<file path="src/rtl/trigger_sequencer_if.sv">
// rtl/trigger_sequencer_if.sv - control, mask/count and status bundle of the trigger sequencer
interface trigger_sequencer_if #(
  parameter int WIDTH  = 64,
  parameter int STAGES = 4,
  parameter int CNT_W  = 16,
  parameter int SW     = (STAGES > 1) ? $clog2(STAGES) : 1
);
  logic                      in_arm;
  logic                      in_abort;
  logic                      in_valid;
  logic [WIDTH-1:0]          in_data;
  logic [STAGES*WIDTH-1:0]   in_mask_dc;
  logic [STAGES*WIDTH-1:0]   in_mask_rise;
  logic [STAGES*WIDTH-1:0]   in_mask_fall;
  logic [STAGES*WIDTH-1:0]   in_mask_low;
  logic [STAGES*WIDTH-1:0]   in_mask_high;
  logic [STAGES*CNT_W-1:0]   in_count;
  logic                      out_armed;
  logic [SW-1:0]             out_stage;
  logic                      out_trig;
  logic                      out_triggered;
  logic [CNT_W-1:0]          out_trig_pos;

  modport slave (
    input  in_arm, in_abort, in_valid, in_data,
    input  in_mask_dc, in_mask_rise, in_mask_fall, in_mask_low, in_mask_high, in_count,
    output out_armed, out_stage, out_trig, out_triggered, out_trig_pos
  );

  modport master (
    output in_arm, in_abort, in_valid, in_data,
    output in_mask_dc, in_mask_rise, in_mask_fall, in_mask_low, in_mask_high, in_count,
    input  out_armed, out_stage, out_trig, out_triggered, out_trig_pos
  );
endinterface

</file>
<file path="src/rtl/trigger_sequencer.sv">
// rtl/trigger_sequencer.sv - multi-stage edge/level trigger sequencer with occurrence counts
module trigger_sequencer #(
  parameter int WIDTH  = 64,
  parameter int STAGES = 4,
  parameter int CNT_W  = 16,
  parameter int SW     = (STAGES > 1) ? $clog2(STAGES) : 1
) (
  input  logic in_clk,
  input  logic in_rst,
  trigger_sequencer_if.slave bus
);

  typedef enum logic [1:0] {ST_IDLE, ST_PRIME, ST_RUN, ST_DONE} state_t;

  state_t           state_q, state_d;
  logic [WIDTH-1:0] prev_q, prev_d;
  logic [SW-1:0]    stage_q, stage_d;
  logic [CNT_W-1:0] occ_q, occ_d;
  logic [CNT_W-1:0] scnt_q, scnt_d;
  logic [CNT_W-1:0] pos_q, pos_d;
  logic             trig_q, trig_d;

  logic [WIDTH-1:0] m_dc, m_rise, m_fall, m_low, m_high, cond;
  logic [CNT_W-1:0] cnt_raw, need, scnt_inc, occ_inc;
  logic             hit, satisfied, last_stage;

  // Only the stage currently being searched is ever evaluated.
  assign m_dc    = bus.in_mask_dc  [int'(stage_q)*WIDTH +: WIDTH];
  assign m_rise  = bus.in_mask_rise[int'(stage_q)*WIDTH +: WIDTH];
  assign m_fall  = bus.in_mask_fall[int'(stage_q)*WIDTH +: WIDTH];
  assign m_low   = bus.in_mask_low [int'(stage_q)*WIDTH +: WIDTH];
  assign m_high  = bus.in_mask_high[int'(stage_q)*WIDTH +: WIDTH];
  assign cnt_raw = bus.in_count    [int'(stage_q)*CNT_W +: CNT_W];

  assign cond = m_dc
              | (m_rise & ~prev_q & bus.in_data)
              | (m_fall & prev_q & ~bus.in_data)
              | (m_low & ~bus.in_data)
              | (m_high & bus.in_data);
  assign hit  = &cond;

  assign need       = (cnt_raw == '0) ? CNT_W'(1) : cnt_raw;
  assign satisfied  = hit && (({1'b0, occ_q} + (CNT_W+1)'(1)) >= {1'b0, need});
  assign last_stage = (stage_q == SW'(STAGES - 1));
  assign scnt_inc   = (&scnt_q) ? scnt_q : scnt_q + CNT_W'(1);
  assign occ_inc    = (&occ_q) ? occ_q : occ_q + CNT_W'(1);

  always_comb begin
    state_d = state_q;
    prev_d  = prev_q;
    stage_d = stage_q;
    occ_d   = occ_q;
    scnt_d  = scnt_q;
    pos_d   = pos_q;
    trig_d  = 1'b0;
    if (bus.in_abort) begin
      state_d = ST_IDLE;
      prev_d  = '0;
      stage_d = '0;
      occ_d   = '0;
      scnt_d  = '0;
      pos_d   = '0;
    end else begin
      case (state_q)
        ST_IDLE: begin
          if (bus.in_arm) begin
            state_d = ST_PRIME;
            stage_d = '0;
            occ_d   = '0;
            scnt_d  = '0;
          end
        end
        ST_PRIME: begin
          // First sample only establishes the edge reference.
          if (bus.in_valid) begin
            prev_d  = bus.in_data;
            state_d = ST_RUN;
          end
        end
        ST_RUN: begin
          if (bus.in_valid) begin
            prev_d = bus.in_data;
            scnt_d = scnt_inc;
            if (satisfied) begin
              if (last_stage) begin
                state_d = ST_DONE;
                trig_d  = 1'b1;
                pos_d   = scnt_inc;
              end else begin
                stage_d = stage_q + SW'(1);
                occ_d   = '0;
              end
            end else if (hit) begin
              occ_d = occ_inc;
            end
          end
        end
        default: ;
      endcase
    end
  end

  always_ff @(posedge in_clk or posedge in_rst) begin
    if (in_rst) begin
      state_q <= ST_IDLE;
      prev_q  <= '0;
      stage_q <= '0;
      occ_q   <= '0;
      scnt_q  <= '0;
      pos_q   <= '0;
      trig_q  <= 1'b0;
    end else begin
      state_q <= state_d;
      prev_q  <= prev_d;
      stage_q <= stage_d;
      occ_q   <= occ_d;
      scnt_q  <= scnt_d;
      pos_q   <= pos_d;
      trig_q  <= trig_d;
    end
  end

  assign bus.out_armed     = (state_q == ST_PRIME) || (state_q == ST_RUN);
  assign bus.out_triggered = (state_q == ST_DONE);
  assign bus.out_stage     = stage_q;
  assign bus.out_trig      = trig_q;
  assign bus.out_trig_pos  = pos_q;

endmodule
</file>
<file path="src/flat_wrapper.sv">
// flat-port wrapper written by rule: the top's interface ports become plain ports
module trigger_sequencer_flat 
#(
  parameter int WIDTH  = 64,
  parameter int STAGES = 4,
  parameter int CNT_W  = 16,
  parameter int SW     = (STAGES > 1) ? $clog2(STAGES) : 1
)
  (in_clk, in_rst, bus_in_arm, bus_in_abort, bus_in_valid, bus_in_data, bus_in_mask_dc, bus_in_mask_rise, bus_in_mask_fall, bus_in_mask_low, bus_in_mask_high, bus_in_count, bus_out_armed, bus_out_stage, bus_out_trig, bus_out_triggered, bus_out_trig_pos);
  trigger_sequencer_if #(.WIDTH(WIDTH), .STAGES(STAGES), .CNT_W(CNT_W), .SW(SW)) bus_i ();
  input  logic in_clk;
  input  logic in_rst;
  input wire logic [$bits(bus_i.in_arm)-1:0] bus_in_arm;
  input wire logic [$bits(bus_i.in_abort)-1:0] bus_in_abort;
  input wire logic [$bits(bus_i.in_valid)-1:0] bus_in_valid;
  input wire logic [$bits(bus_i.in_data)-1:0] bus_in_data;
  input wire logic [$bits(bus_i.in_mask_dc)-1:0] bus_in_mask_dc;
  input wire logic [$bits(bus_i.in_mask_rise)-1:0] bus_in_mask_rise;
  input wire logic [$bits(bus_i.in_mask_fall)-1:0] bus_in_mask_fall;
  input wire logic [$bits(bus_i.in_mask_low)-1:0] bus_in_mask_low;
  input wire logic [$bits(bus_i.in_mask_high)-1:0] bus_in_mask_high;
  input wire logic [$bits(bus_i.in_count)-1:0] bus_in_count;
  output wire logic [$bits(bus_i.out_armed)-1:0] bus_out_armed;
  output wire logic [$bits(bus_i.out_stage)-1:0] bus_out_stage;
  output wire logic [$bits(bus_i.out_trig)-1:0] bus_out_trig;
  output wire logic [$bits(bus_i.out_triggered)-1:0] bus_out_triggered;
  output wire logic [$bits(bus_i.out_trig_pos)-1:0] bus_out_trig_pos;
  assign bus_i.in_arm = bus_in_arm;
  assign bus_i.in_abort = bus_in_abort;
  assign bus_i.in_valid = bus_in_valid;
  assign bus_i.in_data = bus_in_data;
  assign bus_i.in_mask_dc = bus_in_mask_dc;
  assign bus_i.in_mask_rise = bus_in_mask_rise;
  assign bus_i.in_mask_fall = bus_in_mask_fall;
  assign bus_i.in_mask_low = bus_in_mask_low;
  assign bus_i.in_mask_high = bus_in_mask_high;
  assign bus_i.in_count = bus_in_count;
  assign bus_out_armed = bus_i.out_armed;
  assign bus_out_stage = bus_i.out_stage;
  assign bus_out_trig = bus_i.out_trig;
  assign bus_out_triggered = bus_i.out_triggered;
  assign bus_out_trig_pos = bus_i.out_trig_pos;
  trigger_sequencer #(.WIDTH(WIDTH), .STAGES(STAGES), .CNT_W(CNT_W), .SW(SW)) u_core (.in_clk(in_clk), .in_rst(in_rst), .bus(bus_i));
endmodule
</file>
<file path="config.mk">
export PLATFORM = sky130hd
export DESIGN_NAME = trigger_sequencer_flat
export DESIGN_NICKNAME = d
export VERILOG_FILES = /design/src/rtl/trigger_sequencer_if.sv /design/src/rtl/trigger_sequencer.sv /design/src/flat_wrapper.sv
export SDC_FILE = /design/constraint.sdc
export NUM_CORES = 1
export LEC_CHECK = 0
export CAP_MARGIN = 25
export CORE_AREA = 2 2 563 565
export DETAILED_ROUTE_END_ITERATION = 6
export DIE_AREA = 0 0 565 567
export GPL_ROUTABILITY_DRIVEN = 0
export PLACE_DENSITY = 0.3
export SYNTH_ARGS = -nofsm -noshare
export SYNTH_HDL_FRONTEND = slang
export SYNTH_SLANG_ARGS = --single-unit
</file>
<file path="constraint.sdc">
create_clock -name in_clk -period 5.1 [get_ports in_clk]
set_input_delay 0.51 -clock in_clk [delete_from_list [all_inputs] [get_ports in_clk]]
set_output_delay 0.51 -clock in_clk [all_outputs]
set_load 0.005 [all_outputs]
</file>
==> results by group <==
Placed design
  – IO Port Bufs: between 1,000 and 1,500
  – Cell area after placement: between 0.03 and 0.04 mm^2
  – HPWL Detailed: around 210 mm

Global routing
  – Maximum number of pins on one net before global-route repair: just over 60
  – Via count of the first global-routing pass: between 20,000 and 25,000
  – First-pass GRT wire length: ~280 mm
  – Remaining global-route overflow: 0
  – Antenna violations before repair: about 210
  – Overall Global Routing Usage: 0.141

Clocking
  – CTS Sinks: about 120
  – Cell chosen for the clock root: sky130_fd_sc_hd__clkbuf_16
  – Number of hold buffers added after cts: 0
  – Clock buffers created by TritonCTS: 17
  – Clk pin slew, worst setup/hold paths: 0.08 ns
  – # H-tree levels: 4
  – Post-CTS setup buffers: 0
  – Clock latency on the worst-skew pair: between 0.5 and 0.6 ns
  – Clock Path Buffers: 2
  – CTS tree: built

Critical path
  – Worst-path fanout max: 15
  – Kind of capture point of the worst setup path: register
  – Endpoint arrival time on the critical path: between 5 and 6 ns
  – Origin of the worst setup path: u_core.bus.out_stage[0]
  – Type of element launching the critical path: register
  – Worst r2r src: u_core.bus.out_stage[0]
  – Reg2Reg Setup Slack: 0.29 ns
  – Type of the setup path with the least slack: register to register
  – Required arrival time at the worst endpoint: around 5.5 ns

Logic synthesis
  – Nets in the synthesized netlist: 3,008
  – Yosys warnings: 0
  – Syn Area/Cell: 10.8 um^2
  – Cell taking the most area after synthesis: sky130_fd_sc_hd__mux4_2
  – Count of different cell masters after synthesis: 76
  – Sequential cell area fraction in the yosys report: 0.173
  – Cell Area, Synth: 0.0169 mm^2
  – Number of synthesized flops with an enable pin: 0
  – Top area cells in the synthesized netlist: sky130_fd_sc_hd__mux4_2 32%, sky130_fd_sc_hd__dfrtp_1 17%, sky130_fd_sc_hd__mux2i_1 8.2%
  – Commonest register cell after synthesis: sky130_fd_sc_hd__dfrtp_1
  – Post-synthesis sequential element count: about 120
  – Ys async rst share: 1.00
  – Number of standard cells after synthesis: 1,572
  – Share of Yosys cell area claimed by the top area cell type: 0.319

Run
  – Max-capacitance violation count: 0

Detailed routing
  – First drt pass iteration count: 5
  – Post-Route WL: 233 mm
  – Met2 layer wire length in the routed design: roughly 120 mm
  – Met3 wire len: ~24 mm
  – Via count of the routed design: about 22,000
  – Routed WL per cell: around 32 um
  – Number of nets still failing antenna checks after routing: 0
  – Vias per inst: 3.01
  – Highest routed metal layer: met5
  – 1st-iter DRT viols: 1,293
  – Met1 routed wirelength after detailed routing: approximately 87 mm
  – Remaining DRCs: 0

STA
  – Unrepaired setup endpoints after global routing: no
  – Fin. max-slew vios: 0
  – Setup violators final: 0
  – Slew at the pin closest to its max-slew limit: 1.01 ns
  – Sum Neg Setup Slack: 0 ns
  – Setup clock skew after layout: 0.0276 ns
  – Fmax: 208 MHz
  – Number of hold violations in the final report: 0
  – Worst slew slack as a fraction of its limit: 0.325
  – Final period utilization: 0.943
  – Time the final worst path needs with I/O delays and setup: ~4.8 ns

Layout
  – Layout-stage area growth over the synthesis result: 120%
  – Count of fill cells added during filler insertion: between 30,000 and 40,000
  – Final Cell Area: roughly 0.037 mm^2
  – Total number of nets in the final design: 4,445
  – Fraction of final layout cells with drive strength greater than 1: 0.150

Power
  – Reported leakage power: 11.6 nW
  – Power density relative to cell area: ~150 mW/mm^2
  – Highest ir drop seen on vdd: 0.204 mV

Floorplan
  – Die width: between 500 and 600 um
  – Num ports: 1,434
  – Die area: ~0.32 mm^2
  – Vertical die dimension: roughly 570 um
  – Core outline area: roughly 0.31 mm^2
  – Standard-cell rows: between 200 and 250
  – Initial Utilization: 0.0539

Run status
  – Outcome: completed

Hold path
  – Worst Hold Class: input port to async pin
[routing by layer]
layer  vias to the layer above  global-route usage
met5                         -                   0
li1                       9324                   -
met2                      1282               0.254
met4                       128              0.0188
met3                       293              0.0599
met1                     10700               0.154
[cell usage in the layout, fill, tap and decap left out, types with 23 or more instances in the layout]
cell type                         netlist  layout
sky130_fd_sc_hd__clkdlybuf4s50_1        0    1432
sky130_fd_sc_hd__mux2i_1              138     138
sky130_fd_sc_hd__nand2b_1              43      43
sky130_fd_sc_hd__a21oi_1              108     107
sky130_fd_sc_hd__o21ai_0               25      24
sky130_fd_sc_hd__a211oi_1              30      30
sky130_fd_sc_hd__mux4_2               240     240
sky130_fd_sc_hd__dfrtp_1              117     115
sky130_fd_sc_hd__nor3_1                33      32
sky130_fd_sc_hd__nor4_1                31      30
sky130_fd_sc_hd__buf_4                 33      90
sky130_fd_sc_hd__nor2_1                49      49
sky130_fd_sc_hd__nand2_1              194     193
sky130_fd_sc_hd__inv_1                 60      59
sky130_fd_sc_hd__ha_1                  23      23
sky130_fd_sc_hd__or4_1                 35      35
sky130_fd_sc_hd__o22ai_1               28      28
sky130_fd_sc_hd__diode_2                0      33
sky130_fd_sc_hd__o31ai_1               28      27
[timing repair]
item	CTS	global route
setup endpoints to repair	36	6
gates resized for setup	2	2
gates cloned	0	0
[worst max-delay path: stages (launching register included)]
cell and delay [ns]:
sky130_fd_sc_hd__dfrtp_4 0.61, sky130_fd_sc_hd__buf_12 0.21, sky130_fd_sc_hd__buf_12 0.22, sky130_fd_sc_hd__buf_4 0.18
sky130_fd_sc_hd__mux4_2 0.37, sky130_fd_sc_hd__a2111oi_2 0.07, sky130_fd_sc_hd__buf_4 0.19, sky130_fd_sc_hd__nor4_1 0.63
sky130_fd_sc_hd__nand4_1 0.24, sky130_fd_sc_hd__nor4_1 0.27, sky130_fd_sc_hd__nand4_1 0.42, sky130_fd_sc_hd__buf_12 0.30
sky130_fd_sc_hd__nand4bb_1 0.28, sky130_fd_sc_hd__a21oi_2 0.24, sky130_fd_sc_hd__mux2_1 0.34
[cell families after synthesis]
group           count (synthesis)  synth area share
xor+xnor                       19           0.00984
buf+inv                       188            0.0748
simple gates                  467             0.141
mux                           415             0.444
compound gates                343             0.140
fa+ha+maj                      23            0.0170
flops                         117             0.173
[state kept, by name, summed over array words and instances, names as in the netlist]
| signal | cells |
|---|---|
| u_core.prev_q | 64 |
| u_core.bus.out_trig_pos | 16 |
| u_core.occ_q | 16 |
| u_core.scnt_q | 16 |
| u_core.bus.out_stage | 2 |
| u_core.state_q | 2 |
| u_core.bus.out_trig | 1 |
[through the flow]
step | cells | power, mW | setup WS [ns] | util | hold WS (ns)
CTS | 7182 | 5.65 | 0.0164 | 0.118 | 0.425
global route | 7190 | 5.77 | 0.0117 | 0.119 | 0.436
detailed placement | 7150 | 4.10 | -0.274 | 0.117 | 0.519
floorplan | 1572 | 1.96 | 0.195 | - | 0.472
global placement | 7147 | 4.09 | -0.321 | 0.117 | 0.517
finish | 7215 | 5.44 | 0.288 | 0.119 | 0.428
[synth_stat cells, types with 4 or more instances]
library cell	count
sky130_fd_sc_hd__a211oi_2	7
sky130_fd_sc_hd__buf_6	30
sky130_fd_sc_hd__o311ai_1	6
sky130_fd_sc_hd__nand2b_1	43
sky130_fd_sc_hd__o311ai_0	6
sky130_fd_sc_hd__xnor2_1	12
sky130_fd_sc_hd__a21oi_2	8
sky130_fd_sc_hd__a22oi_1	9
sky130_fd_sc_hd__a21o_1	13
sky130_fd_sc_hd__o31ai_1	28
sky130_fd_sc_hd__buf_4	33
sky130_fd_sc_hd__mux4_1	21
sky130_fd_sc_hd__nand2_1	194
sky130_fd_sc_hd__nor4b_1	4
sky130_fd_sc_hd__ha_1	23
sky130_fd_sc_hd__or4_1	35
sky130_fd_sc_hd__a31oi_1	15
sky130_fd_sc_hd__nand3_1	13
sky130_fd_sc_hd__inv_1	60
sky130_fd_sc_hd__mux4_2	240
sky130_fd_sc_hd__nor2b_1	8
sky130_fd_sc_hd__a211o_1	4
sky130_fd_sc_hd__a22o_1	11
sky130_fd_sc_hd__mux2_2	15
sky130_fd_sc_hd__nand4_1	22
sky130_fd_sc_hd__a21oi_1	108
sky130_fd_sc_hd__buf_2	25
sky130_fd_sc_hd__clkbuf_1	26
sky130_fd_sc_hd__mux2i_1	138
sky130_fd_sc_hd__dfrtp_1	117
sky130_fd_sc_hd__o21ai_0	25
sky130_fd_sc_hd__a211oi_1	30
sky130_fd_sc_hd__buf_12	9
sky130_fd_sc_hd__o22ai_1	28
sky130_fd_sc_hd__nor3_1	33
sky130_fd_sc_hd__nor4_1	31
sky130_fd_sc_hd__nor2_1	49
sky130_fd_sc_hd__o31a_1	5
sky130_fd_sc_hd__a2111oi_0	10
sky130_fd_sc_hd__o311a_1	6
sky130_fd_sc_hd__and3_1	9
sky130_fd_sc_hd__xor2_1	7
[cell type report]
type,instances,area (um^2),area share
antenna,33,82.6,0.00221
clock buffer,17,425,0.0114
clock inverter,15,166,0.00446
inverter,62,241,0.00648
multi-input combinational,1267,12800,0.344
sequential,117,2940,0.0787
tap,4160,5200,0.140
timing repair buffer,1544,15400,0.413
[report_power, final]
group | internal, mW | switching (mW)
combinational | 1.43 | 1.36
clock | 0.731 | 0.713
sequential | 1.04 | 0.162
[path summary, 6_finish.rpt]
| path | end | depth (start not counted) |
|---|---|---|
| max | u_core.state_q[0] | 14 |
| min | u_core.scnt_q[6] | 2 |
| max reg2reg | u_core.state_q[0] | 14 |
| min reg2reg | u_core.scnt_q[10] | 2 |
| max in group asynchronous | u_core.occ_q[0] | 3 |
| min in group in_clk | u_core.prev_q[61] | 2 |
Note: power is estimated with default switching activity, not from simulation.
==> RTL edit 1: new RTL, same flow settings <==
`CNT_W` is set to 16 in 3 places; all go to 32.
--- a/src/rtl/trigger_sequencer_if.sv
+++ b/src/rtl/trigger_sequencer_if.sv
@@ -4,3 +4,3 @@
   parameter int STAGES = 4,
-  parameter int CNT_W  = 16,
+  parameter int CNT_W  = 32,
   parameter int SW     = (STAGES > 1) ? $clog2(STAGES) : 1
--- a/src/rtl/trigger_sequencer.sv
+++ b/src/rtl/trigger_sequencer.sv
@@ -4,3 +4,3 @@
   parameter int STAGES = 4,
-  parameter int CNT_W  = 16,
+  parameter int CNT_W  = 32,
   parameter int SW     = (STAGES > 1) ? $clog2(STAGES) : 1
--- a/src/flat_wrapper.sv
+++ b/src/flat_wrapper.sv
@@ -5,3 +5,3 @@
   parameter int STAGES = 4,
-  parameter int CNT_W  = 16,
+  parameter int CNT_W  = 32,
   parameter int SW     = (STAGES > 1) ? $clog2(STAGES) : 1
Interface: changed (resized bus_in_count and bus_out_trig_pos); port bits go from 1434 to 1514. The function was not compared with the original's and may differ.
==> RTL edit 1 against the unedited design <==
First-iteration DRC count is 41% higher; largest power group unchanged; sequential cell count is 48 higher; routed wire length is 2.0% higher; area after synthesis is 21% higher; final area is 12% higher; setup slack worse by 40 ps; highest routed layer unchanged; non-clock buffer count is 88 higher; critical endpoint is now u_core.occ_q[23]; power is 12% higher.
==> RTL edit 1: results <==
{
  "status": "completed",
  "postSynth.asyncResetShare_pct": 100,
  "grt_pass1_wl_um": 294000,
  "nFillCells": 35600,
  "track_usage_pct": 14.3,
  "largest_reg_flops": 64,
  "antenna_found_initial": 164,
  "synth.net_count": 3512,
  "irDropWorstVdd_mv": 0.291,
  "ys_types": 77,
  "largest-register": "u_core.prev_q",
  "cts-htree-levels": 4,
  "dr.pass1.iters": 5,
  "grt_start_max_net_pins": 84,
  "cts-buffers-inserted": 17,
  "clock_path_buffers": 2,
  "fin_skew_ps": 36.4,
  "root_buffer": "clkbuf_16",
  "worstPathArrival_ps": 5290,
  "p_leak_nw": 13.6,
  "yosysSeqAreaShare_pct": 20.1,
  "crit_slowest_cell": "a2111oi_0",
  "cp_max_fo": 40,
  "drt_iter0_markers": 1822,
  "critical_path.max_stage_delay_ps": 1010,
  "synth_area_leaders": "mux4_2, dfrtp_1, nand2_1, mux2i_1, a21oi_1",
  "slew_viol_final": 0,
  "placement.io_buffers": 1513,
  "path_clk_slew_ps": 120,
  "grt_pass1_vias": 26400,
  "dp_hpwl_um": 213000,
  "synthTopCellsByCount": "mux4_2, nand2_1, dfrtp_1",
  "crit_family": "buffers and inverters",
  "tightest_slew_ps": 1150,
  "clk_latency_ps": 570,
  "min_path_type": "input pin to flip-flop",
  "instances_no_fill": 7715,
  "yosysWarnings": 0,
  "synth_ff_type": "dfrtp_1",
  "drive_gt1_share_pct": 15.3,
  "place_inst": 7639,
  "wl_per_cell_um": 30.8,
  "vias": 25400,
  "avgSynthCellArea_um2": 10.3,
  "p_sw_mw": 2.48,
  "fin_nets": 5013
}
-- RTL edit 1: cell type report --
cell class                 instances  share of cell area [%]
antenna                           45                   0.269
clock buffer                      17                    1.01
clock inverter                    15                   0.484
inverter                         132                    1.20
multi-input combinational       1549                    35.9
sequential                       165                    9.87
tap                             4160                    12.4
timing repair buffer            1632                    38.8
-- RTL edit 1: what timing repair did --
item | in CTS | in global routing
pin swaps | 0 | 1
setup endpoints to repair | 68 | 44
resized for setup | 3 | 6
buffers inserted | 0 | 0
-- RTL edit 1: logic make-up after synthesis --
group,synth area share (%)
mux,39.6
flops,20.1
simple gates,15.4
buf+inv,7.11
compound gates,12.8
xor+xnor,2.56
fa+ha+maj,2.38
-- RTL edit 1: worst register-to-register path, cell delays in order (launching register included) --
cell and delay [ps]:
dfrtp_4 480, buf_12 210, buf_12 350, buf_4 380
mux4_2 580, a2111oi_0 1010, buf_4 270, nor4_1 50
nand4_1 130, nor4_1 60, nand4_1 100, buf_4 200
a211oi_1 90, o21bai_2 180, buf_12 240, mux2_2 390
-- RTL edit 1: power by group through the flow --
stage	clock [mW]	combinational, mW	sequential (mW)
detailed placement	0	3.02	1.56
global placement	0	3.01	1.56
finish	1.60	2.97	1.54
CTS	1.74	3.03	1.53
global route	1.76	3.16	1.55
floorplan	0	0.909	1.52
-- RTL edit 1: routing by layer --
| metal | routed length, um | GRT usage (%) |
|---|---|---|
| met5 | 579 | 0 |
| met4 | 2680 | 1.98 |
| met3 | 21200 | 5.03 |
| met2 | 114000 | 24.1 |
| met1 | 99200 | 17.7 |
-- RTL edit 1: final timing paths --
| path | slack [ps] | start | end | cells after the start |
|---|---|---|---|---|
| worst max-delay path | 250 | u_core.bus.out_stage[0] | u_core.occ_q[23] | 15 |
| worst min-delay path | 400 | bus_in_abort | u_core.prev_q[50] | 2 |
| worst max register to register | 250 | u_core.bus.out_stage[0] | u_core.occ_q[23] | 15 |
| worst min register to register | 540 | u_core.bus.out_trig_pos[8] | u_core.bus.out_trig_pos[8] | 2 |
| max in group asynchronous | 3690 | in_rst | u_core.occ_q[24] | 3 |
| min in group asynchronous | 410 | in_rst | u_core.bus.out_trig | 2 |
-- RTL edit 1: stage by stage --
step	setup WS, ps	area [um^2]	TNS (ps)	utilization, %
5_1_grt	33.1	41800	0	13.3
3_3_place_gp	-560	41100	-29240	13.1
2_1_floorplan	46.5	20500	0	-
4_1_cts	11.3	41800	0	13.3
3_5_place_dp	-291	41100	-12180	13.1
6_report	249	41900	0	13.4
==> RTL edit 2: new RTL, same flow settings <==
Without the edit above. Put a register stage on the output `bus.out_triggered`, without a reset. The value now appears one clock later.
--- a/src/rtl/trigger_sequencer.sv
+++ b/src/rtl/trigger_sequencer.sv
@@ -123,3 +123,5 @@
   assign bus.out_armed     = (state_q == ST_PRIME) || (state_q == ST_RUN);
-  assign bus.out_triggered = (state_q == ST_DONE);
+  always_ff @(posedge in_clk) begin
+    bus.out_triggered <= (state_q == ST_DONE);
+  end
   assign bus.out_stage     = stage_q;
Check against the original RTL: not settled (the Yosys comparison gave no result); the edit may change what the design does.
==> RTL edit 2 against the unedited design <==
Final area up 0.49%; critical path type unchanged; core utilization up 0.059 points; setup slack better by 44 ps; power up 0.79%; area after synthesis up 0.12%; clock skew up 19 ps; sequential cell count up 1; routed wire length up 3.9%; die area unchanged; first-iteration DRC count up 0.70%; non-clock buffer count up 11.
==> RTL edit 2: results <==
{
  "viasPerCell": 3.04,
  "clk_latency_ps": 570,
  "postSynth.asyncResetShare_pct": 99.2,
  "r2r_slack_ps": 330,
  "p_leak_nw": 11.6,
  "root_buffer": "clkbuf_16",
  "tightest_slew_ps": 1100,
  "largest_reg_flops": 64,
  "synth_area_leaders": "mux4_2, dfrtp_1, mux2i_1, nand2_1, mux4_1",
  "crit_slowest_cell": "or4_1",
  "synthCells": 1573,
  "critical_path.max_stage_delay_ps": 760,
  "drive_gt1_share_pct": 15.5,
  "grt_pass1_wl_um": 291000,
  "rr_startpoint": "u_core.bus.out_stage[1]",
  "cts-buffers-inserted": 17,
  "antenna_found_initial": 203,
  "holdPathStages": 2,
  "placement.io_buffers": 1433,
  "place_ws_ps": -231,
  "wl_per_cell_um": 33.4,
  "synthTopCellsByCount": "mux4_2, nand2_1, mux2i_1",
  "synth_ff_type": "dfrtp_1",
  "status": "completed",
  "fin_nets": 4457,
  "irDropWorstVdd_mv": 0.208,
  "yosys.area.top_type": "mux4_2",
  "grt_pass1_vias": 23000,
  "clock_path_buffers": 2,
  "critPathCapture": "u_core.state_q[0]",
  "worstPathArrival_ps": 5180,
  "hold_start": "bus_in_abort",
  "cp_max_fo": 11,
  "min_path_type": "input pin to flip-flop",
  "drt_iter0_markers": 1302,
  "dp_hpwl_um": 220000,
  "synth.net_count": 3009,
  "place_area_um2": 36700,
  "crit_family": "simple AND/OR/NAND/NOR gates",
  "place_inst": 7159,
  "dr.pass1.iters": 5,
  "path_clk_slew_ps": 90,
  "track_usage_pct": 14.6,
  "cts-htree-levels": 4,
  "fin_skew_ps": 46.1,
  "largest-register": "u_core.prev_q",
  "ys_types": 77,
  "grt_start_max_net_pins": 69,
  "yosysSeqAreaShare_pct": 17.4,
  "vias": 22000,
  "r2r_cells": 12
}
-- RTL edit 2: cell types whose count changed in the layout (fill, tap and decap cells not counted), sizes merged --
cell,before,now
diode,33,35
buf,112,123
clkbuf,17,19
clkinvlp,2,5
dfxtp,0,1
bufinv,2,3
inv,69,62
-- RTL edit 2: cell type report --
class / instances / area (um^2)
clock buffer: 19 / 433
sequential: 118 / 2960
tap: 4160 / 5200
multi-input combinational: 1267 / 12900
clock inverter: 12 / 155
inverter: 62 / 241
antenna: 35 / 87.6
timing repair buffer: 1555 / 15500
fill: 35800 / 276000
-- RTL edit 2: report_power, final --
group	switching (mW)	leakage [nW]	internal [mW]	total, mW
Combinational	1.38	9.75	1.43	2.80
Sequential	0.164	1.62	1.05	1.21
Clock	0.694	0.272	0.765	1.46
-- RTL edit 2: timing repair --
action,CTS,global route
endpoints found under the setup margin,26,24
hold buffers,0,0
gates resized for setup,7,3
setup buffers,3,0
pin swaps,1,1
-- RTL edit 2: cell families (layout without fill, tap and decap cells) --
logic type,count (synthesis),count (layout),synth area share [%]
flops,118,118,17.4
simple gates,467,467,14.1
xor+xnor,19,19,0.982
fa+ha+maj,23,23,1.70
compound gates,343,343,13.9
buf+inv,188,1648,7.48
other cells,0,35,0
mux,415,415,44.4
-- RTL edit 2: per-stage QoR --
| stage | util, % | hold slack (ps) | TNS (ps) |
|---|---|---|---|
| global route | 11.9 | 421 | 0 |
| floorplan | - | 472 | 0 |
| detailed placement | 11.7 | 516 | -1840 |
| CTS | 11.9 | 384 | 0 |
| finish | 11.9 | 437 | 0 |
| global placement | 11.7 | 498 | -47060 |
-- RTL edit 2: metal layers --
metal	global-route usage, %	up-vias	wire length (um)
li1	-	9341	-
met1	16.7	11000	94600
met2	26.3	1266	122000
met3	5.34	308	21100
met4	1.82	110	3270
met5	0	-	698
